## config.mk

```make
export PLATFORM = sky130hd
export DESIGN_NAME = mem_unit
export DESIGN_NICKNAME = d
export VERILOG_FILES = /design/src/rtl/cpu_pkg.sv /design/src/rtl/mem_array.sv /design/src/rtl/mem_unit.sv
export SDC_FILE = /design/constraint.sdc
export NUM_CORES = 2
export LEC_CHECK = 0
export BUFFER_PORTS_ARGS = -buffer_cell sky130_fd_sc_hd__buf_2
export CORE_MARGIN = 2
export CORE_UTILIZATION = 35
export CTS_CLUSTER_DIAMETER = 40
export CTS_CLUSTER_SIZE = 25
export DETAILED_ROUTE_END_ITERATION = 8
export HOLD_SLACK_MARGIN = 0.03
export MAX_ROUTING_LAYER = met4
export PLACE_DENSITY = 0.46
export SYNTH_ARGS = -nofsm -noshare
export SYNTH_HDL_FRONTEND = slang
export SYNTH_HIERARCHICAL = 1
export SYNTH_SLANG_ARGS = --single-unit
```

## constraint.sdc

```tcl
create_clock -name clk -period 8.84 [get_ports clk]
set_clock_uncertainty 0.2 [all_clocks]
set_input_delay 0.884 -clock clk [delete_from_list [all_inputs] [get_ports clk]]
set_output_delay 0.884 -clock clk [all_outputs]
set_load 0.01 [all_outputs]
```

## src/rtl/cpu_pkg.sv

```systemverilog
// Shared CPU definitions: default datapath widths, memory depth, the
// memory-unit state encoding and the wait-state limits.
package cpu_pkg;

    localparam int ADDR_W_DEF = 8;
    localparam int DATA_W_DEF = 8;
    localparam int MEM_DEPTH  = 2 ** ADDR_W_DEF;

    // Wait-state counter: WAIT_CYCLES may range 0..WAIT_MAX.
    localparam int WAIT_MAX = 15;
    localparam int WAIT_W   = 4;

    typedef enum logic [1:0] {
        IDLE   = 2'd0,
        ACCESS = 2'd1,
        RESP   = 2'd2,
        LOAD   = 2'd3
    } memState_t;

endpackage

```

## src/rtl/mem_array.sv

```systemverilog
// Single-port word storage with synchronous write and a registered read.
// Ports:
//   clk, reset : clock; synchronous active-high reset (clears rdata only)
//   we, re     : write / read strobes for this cycle
//   addr       : word address
//   wdata      : write data
//   rdata      : read register; changes only when re is high, else holds
module mem_array #(
    parameter int ADDR_W = 8,
    parameter int DATA_W = 8
) (
    input  logic              clk,
    input  logic              reset,
    input  logic              we,
    input  logic              re,
    input  logic [ADDR_W-1:0] addr,
    input  logic [DATA_W-1:0] wdata,
    output logic [DATA_W-1:0] rdata
);

    // Storage is deliberately not reset so boot-loaded contents survive.
    logic [DATA_W-1:0] mem [2**ADDR_W];

    always_ff @(posedge clk) begin
        if (we) begin
            mem[addr] <= wdata;
        end
    end

    always_ff @(posedge clk) begin
        if (reset) begin
            rdata <= '0;
        end else if (re) begin
            rdata <= mem[addr];
        end
    end

endmodule

```

## src/rtl/mem_unit.sv

```systemverilog
// Program/data memory for the CPU datapath with programmable wait states,
// a ready/busy handshake and a sequential boot-load port.
// Ports:
//   clk, reset          : clock; synchronous active-high reset
//   read, write         : level access requests, sampled only in IDLE
//   addr, wdata         : access address (AR) and write data (DR)
//   rdata               : registered read data, held until the next read
//   ready               : one-cycle pulse when an access has committed
//   busy                : high during ACCESS, RESP and LOAD
//   load_en             : boot-load mode request (level)
//   load_valid, load_data : boot byte stream, written at an incrementing pointer
//   load_done           : sticky load-complete flag
//   dbgState            : current FSM state encoding (memState_t)
//
// Handshake: a request (read or write held high) is accepted on the edge it
// is seen in IDLE; ready pulses for exactly one cycle once the access has
// committed, and the requester must drop read/write in that ready cycle,
// otherwise the still-high level is taken as a fresh request.
module mem_unit
    import cpu_pkg::*;
#(
    parameter int ADDR_W      = ADDR_W_DEF,
    parameter int DATA_W      = DATA_W_DEF,
    parameter int WAIT_CYCLES = 2
) (
    input  logic              clk,
    input  logic              reset,
    input  logic              read,
    input  logic              write,
    input  logic [ADDR_W-1:0] addr,
    input  logic [DATA_W-1:0] wdata,
    output logic [DATA_W-1:0] rdata,
    output logic              ready,
    output logic              busy,
    input  logic              load_en,
    input  logic              load_valid,
    input  logic [DATA_W-1:0] load_data,
    output logic              load_done,
    output logic [1:0]        dbgState
);

    localparam logic [ADDR_W-1:0] LAST_ADDR = {ADDR_W{1'b1}};

    memState_t         state, stateNext;
    logic [WAIT_W-1:0] waitCnt;
    logic [ADDR_W-1:0] loadPtr;
    logic [ADDR_W-1:0] latAddr;
    logic [DATA_W-1:0] latData;
    logic              latWrite;
    logic              loadDoneReg;

    logic              memWe, memRe;
    logic [ADDR_W-1:0] memAddr;
    logic [DATA_W-1:0] memWdata;

    // State register
    always_ff @(posedge clk) begin
        if (reset) begin
            state <= IDLE;
        end else begin
            state <= stateNext;
        end
    end

    // Next-state logic; load_en has priority over write, write over read.
    always_comb begin
        stateNext = state;
        case (state)
            IDLE: begin
                if (load_en) begin
                    stateNext = LOAD;
                end else if (write || read) begin
                    stateNext = ACCESS;
                end
            end
            ACCESS: begin
                if (waitCnt == '0) begin
                    stateNext = RESP;
                end
            end
            RESP: stateNext = IDLE;
            LOAD: begin
                // Dropping load_en wins over a simultaneous load_valid.
                if (!load_en) begin
                    stateNext = IDLE;
                end else if (load_valid && (loadPtr == LAST_ADDR)) begin
                    stateNext = IDLE;
                end
            end
            default: stateNext = IDLE;
        endcase
    end

    // Outputs decoded from state
    always_comb begin
        ready = (state == RESP);
        busy  = (state != IDLE);
    end

    assign load_done = loadDoneReg;
    assign dbgState  = state;

    // Request latches, wait counter, load pointer and done flag
    always_ff @(posedge clk) begin
        if (reset) begin
            waitCnt     <= '0;
            loadPtr     <= '0;
            latAddr     <= '0;
            latData     <= '0;
            latWrite    <= 1'b0;
            loadDoneReg <= 1'b0;
        end else begin
            case (state)
                IDLE: begin
                    if (load_en) begin
                        loadPtr     <= '0;
                        loadDoneReg <= 1'b0;
                    end else if (write || read) begin
                        latAddr  <= addr;
                        latData  <= wdata;
                        latWrite <= write;
                        waitCnt  <= WAIT_W'(WAIT_CYCLES);
                    end
                end
                ACCESS: begin
                    if (waitCnt != '0) begin
                        waitCnt <= waitCnt - 1'b1;
                    end
                end
                LOAD: begin
                    if (!load_en) begin
                        loadDoneReg <= 1'b1;
                    end else if (load_valid) begin
                        // The pointer stops at the last word instead of wrapping.
                        if (loadPtr == LAST_ADDR) begin
                            loadDoneReg <= 1'b1;
                        end else begin
                            loadPtr <= loadPtr + 1'b1;
                        end
                    end
                end
                default: ;
            endcase
        end
    end

    // Port mux into the array. Strobes are gated with reset so that an access
    // or load cut short by reset never commits on the reset edge.
    always_comb begin
        memWe    = 1'b0;
        memRe    = 1'b0;
        memAddr  = latAddr;
        memWdata = latData;
        if (state == LOAD) begin
            memAddr  = loadPtr;
            memWdata = load_data;
            memWe    = load_en && load_valid && !reset;
        end else if (state == ACCESS && waitCnt == '0) begin
            memWe = latWrite && !reset;
            memRe = !latWrite && !reset;
        end
    end

    mem_array #(
        .ADDR_W(ADDR_W),
        .DATA_W(DATA_W)
    ) uArray (
        .clk  (clk),
        .reset(reset),
        .we   (memWe),
        .re   (memRe),
        .addr (memAddr),
        .wdata(memWdata),
        .rdata(rdata)
    );

endmodule

```

After elaboration in Yosys (flattened, before gate mapping)
Memories as Yosys holds them, arrays and structs flattened. A register that Yosys moved wholly into a read port is not among the register bits.
Index checks and enable logic that the tools add are counted.
{"block": "word_totals", "register_bits": 32, "mem_bits_rw": 2048, "input_bits": 30, "out_inout_bits": 13, "n_memories": 1}
{"memory": "uArray.mem", "depth": 256, "word_bits": 8, "read_ports": 1, "rd_clocked_by_memory_dff": 1, "wr": 1, "line_no": "mem_array.sv:22", "source": "logic [DATA_W-1:0] mem [2**ADDR_W];"}
{"block": "op_classes", "add_sub_neg": 2, "n_eq_ne": 16, "mux": 28, "bitwise_logic": 1, "n_reduce_logical": 20}
{"cell": "8-bit 2-to-1 mux", "count": 6}
{"cell": "8-bit case mux with 2 select lines", "count": 1}
{"cell": "2-bit != test, second input constant", "count": 7}
{"cell": "4-bit 2-to-1 mux", "count": 3}
{"cell": "3-bit != test, second input constant", "count": 4}
{"cell": "1-bit 2-to-1 mux", "count": 10}
{"cell": "2-bit 2-to-1 mux", "count": 5}
{"cell": "8-bit by 1-bit adder with 8-bit output, second input constant", "count": 1}
{"cell": "8-bit equality test, second input constant", "count": 1}
{"cell": "2-bit case mux with 4 select lines", "count": 1}
{"cell": "4-bit case mux with 2 select lines", "count": 1}
{"cell": "4-bit AND reduction", "count": 2}
{"cell": "1-bit logical AND", "count": 6}
{"cell": "3-bit AND reduction", "count": 2}
{"cell": "2-bit nonzero test", "count": 3}
{"cell": "5-bit AND reduction", "count": 1}
{"cell": "2-bit equality test, second input constant", "count": 2}
{"cell": "4-bit logical NOT", "count": 1}
{"cell": "4-bit nonzero test", "count": 1}
{"cell": "4-bit by 1-bit subtractor with 4-bit output, second input constant", "count": 1}
{"cell": "2-bit by 1-bit equality test with 1-bit output, second input constant", "count": 1}
{"cell": "1-bit logical NOT", "count": 2}
{"cell": "2-bit logical NOT", "count": 1}
{"cell": "2-bit by 1-bit != test with 1-bit output, second input constant", "count": 1}
{"cell": "3 further kinds", "count": 3}

Logic depth before layout (Yosys ltp)
{"block": "depth", "depth_word": 6, "depth_mapped": 17}

Cells and area by module
Netlist, hierarchy kept.
{"mod": "mem_array", "instances": 1, "cells_each": 3813, "area_per_inst_um2": 80143.1}
{"mod": "mem_unit", "instances": 1, "cells_each": 189, "area_per_inst_um2": 1624.1}

Least setup slack after synthesis
Ideal clock, no wire load.
{"block": "synth_timing", "path_kind": "flip-flop to flip-flop", "from": "reg state[1], in the netlist dbgState[1]", "to": "mem uArray.mem[148][0] (enable)", "setup_time_ns": 0.383, "t_arrival_ns": 3.513, "t_required_ns": 8.257, "slack_ns": 4.744, "path_stages_with_launch": 14, "path_buffers": 9, "cell_sequence": "dfxtp_1 buf_2 nand2_1 buf_2 mux2_2 buf_4 buf_4 buf_2 buf_2 clkbuf_1 buf_1 or2_2 clkbuf_1 nor3_1"}
{"block": "synth_between", "word_cells_on_any_way": 8}
{"item": "start, declared", "line_no": "mem_unit.sv:44", "source": "memState_t state, stateNext;"}
{"item": "start signal, assigned", "line_no": "mem_unit.sv:61", "source": "state <= stateNext;"}
{"item": "2-bit equality test", "line_no": "mem_unit.sv:154", "source": "if (state == LOAD) begin"}
{"item": "8-bit 2-to-1 mux", "line_no": "mem_unit.sv:154"}
{"item": "via memAddr[1]", "line_no": "mem_unit.sv:53", "source": "logic [ADDR_W-1:0] memAddr;"}
{"item": "end, declared", "line_no": "mem_array.sv:22"}
The timed path passes the listed nets, and every way through them passes these cells.

Worst setup path after layout
{"block": "layout_timing", "from": "reg state[0], in the netlist dbgState[0]", "to": "reg uArray.rdata[6] (read register of uArray.mem)"}
{"block": "layout_between", "word_cells_on_any_way": 6}
{"item": "2-bit equality test", "line_no": "mem_unit.sv:154"}
{"item": "8-bit 2-to-1 mux", "line_no": "mem_unit.sv:154"}
{"item": "via memAddr[0]", "line_no": "mem_unit.sv:53"}
{"item": "end, declared", "line_no": "mem_array.sv:18", "source": "output logic [DATA_W-1:0] rdata"}
The timed path passes the listed nets, and every way through them passes these cells.
A chain may end at the register's enable or synchronous reset.

==> impl_metrics.yaml <==
floorplanning:
  initial_utilization_pct: 35.2
  die_h_um: 487
  ios: 43
  std_cell_rows: 177
  die_width_um: 487
  die-area_um2: 238000
  core-area_um2: 233000
setup_path:
  criticalPathCategory: "flip-flop to flip-flop"
  worst-path-buf-inv: 3
  critPathMaxStageDelay_ns: 1.26
  critical-path-slowest-cell: "a2111oi_0"
  cp_data_required_time_ns: 9.49
  worstPathCellList: "nand2_1 -> buf_4 -> mux2_8 -> buf_4 -> buf_4 -> mux4_2 -> o22ai_1 -> or3_1 -> a2111oi_0 -> a311o_1 -> nand2_1 -> a311oi_1"
  path_delay_family: "compound AO/OA/AOI/OAI gates"
  cp-end-kind: "flip-flop"
  cp_common_cell: "buf_4"
  start_kind: "flip-flop"
  arrival_ns: 6.93
  worst-path-max-fanout: 42
logic_synthesis:
  synth_top_flop_cell: "edfxtp_1"
  post-synth-top-count-cell: "edfxtp_1"
  avgSynthCellArea_um2: 20.4
  yosysUniqueCellTypes: 74
  synth_top_area_cell: "edfxtp_1"
  yosysWarnings: 6
  synth_area_leaders: "edfxtp_1, mux4_2, mux2i_1, nor2_1, dfxtp_1"
  ys_seq_area_share_pct: 76.2
  mappedNetlistNets: 4035
  synth_top_area_share_pct: 75.2
  synthCells: 4002
  async_flop_share_pct: 0
  syn_area_um2: 81800
  ys_ff_latch: 2088
  synth-edff-count: 2048
  yosys-top-cells-count: "edfxtp_1, mux4_2, nor2_1, mux2i_1, nand2_1"
final_layout:
  area_growth_pct: 19.3
  layout-drive-gt1-share_pct: 28.5
  fin_nets: 4330
timing:
  fin_setup_tns_ns: 0
  finalSetupViolations: 0
  fmax_mhz: 159
  tightest_slew_ns: 1.50
  fin_crit_ns: 6.28
  rsz0062_at_grt: "false"
  hold_slack_ns: 0.218
  period_share_pct: 71.1
  slew_headroom_pct: -2.63
  finalHoldViolCount: 0
  drv_slew: 2
routing:
  via_count: 41600
  drc_errors: 0
  first_iter_violations: 4192
  wl_um: 233000
  first_pass_iters: 7
  vias_per_cell: 5.47
  antenna_left: 0
  wl_per_cell_um: 30.6
clocking:
  cts_root_buffer: "clkbuf_16"
  clockBufferDepth: 4
  htree_levels: 5
  cts_tree: "built"
  clk_pin_slew_worst_paths_ns: 0.06
  cts.sinks: 2088
  worstSkewPairLatency_ns: 0.92
  cts.repair_timing.setup_buffer_count: 0
  cts_resized: 0
  numCtsBuffers: 341
global_route:
  grt_pass1_wl_um: 330000
  grt_pass1_vias: 42100
  grt.overflow.total: 0
  grt_max_degree: 123
  grt_util_all_layers_pct: 20.2
  antenna_found_initial: 6
placement:
  dp_hpwl_um: 138000
  port_buffers: 42
  gp_congestion: 0.789
run_status:
  failed_checks: "capacitance limit, slew limit"
  status: "complete, but fails checks"
pwr:
  power.leakage_uw: 0.0306
  ir_drop_v: 0.000240
  p_per_area_nw_per_um2: 270
flow_run:
  drv_cap: 1
worst_hold_path:
  hp-class: "input port to flip-flop"
==> registers in the layout, summed over array words and instances (netlist names) <==
name / flops
latAddr: 8
waitCnt: 4
latWrite: 1
uArray/rdata: 8
load_done: 1
latData: 8
dbgState: 2
loadPtr: 8
uArray/mem: 2048
==> path summary, 6_finish.rpt <==
check                    end        start  slack (ns)  cells past startpoint
max          uArray/rdata[6]  dbgState[0]        2.56                     12
min                load_done   load_valid        0.22                      4
max reg2reg  uArray/rdata[6]  dbgState[0]        2.56                     12
min reg2reg       latAddr[5]   latAddr[5]        0.25                      2
==> what timing repair did <==
action                                 4_1_cts  5_1_grt
endpoints found under the hold margin       18        0
hold buffers                                19        0
setup endpoints to repair                    0        0
==> power breakdown <==
group	switching, µW	internal [µW]	total (µW)
registers	29.7	11100	11200
clock network	4730	8590	13300
logic	1310	574	1880
==> cells by family after synthesis <==
| group | after synthesis | synth area share [%] |
|---|---|---|
| compound gates | 328 | 2.68 |
| xor+xnor | 5 | 0.0536 |
| fa+ha+maj | 3 | 0.0459 |
| buf+inv | 264 | 1.70 |
| flops | 2088 | 76.2 |
| mux | 717 | 16.1 |
| simple gates | 597 | 3.23 |
==> cells in the final DEF (no fill, tap or decap), types with 44 or more instances in the layout <==
cell	instances
nor2_1	271
mux4_2	469
mux2i_1	190
nand2_1	143
clkinv_2	48
buf_4	137
edfxtp_1	2048
clkbuf_16	350
o22ai_1	61
bufinv_16	44
nor3_1	49
o21ai_0	47
a21oi_1	68
==> layout make-up <==
type	instances	area, µm²
sequential	2088	62300
inverter	12	50.0
tap	3043	3810
timing repair buffer	204	1550
fill	20300	135000
antenna	3	7.51
multi-input combinational	1650	18400
clock inverter	227	2560
clock buffer	379	8930
==> metal layers <==
layer  part of all wire (%)  track usage (%)  wire, µm  up-vias
li1                       -                -         -    17200
met3                    5.9             3.32     13800      302
met4                    2.2             5.34      5080        0
met1                     45             28.6    105000    22700
met2                     47             30.3    109000     1412
met5                      0                -         0        -
==> through the flow <==
stage                     area [µm²]  std cells  util, %  total power, µW  setup WS, ns
after CTS                      97500       7603     41.9            26700          2.45
after global routing           97500       7604     41.9            27200          2.21
after floorplan                81800       4002        -            12500          4.74
after detailed placement       85900       6978     36.9            13300          2.47
final                          97600       7606     42.0            26400          2.56
after global placement         85900       6978     36.9            13300          2.45
==> worst register-to-register path: cells and delay by family (launching register included) <==
kind / cells / cell delay, ns
buffers and inverters: 3 / 1.72
DFF: 1 / 0.56
and+or+nand+nor: 3 / 0.74
muxes: 2 / 1.08
AOI/OAI and AO/OA: 4 / 1.90
(Power assumes the default switching activity.)
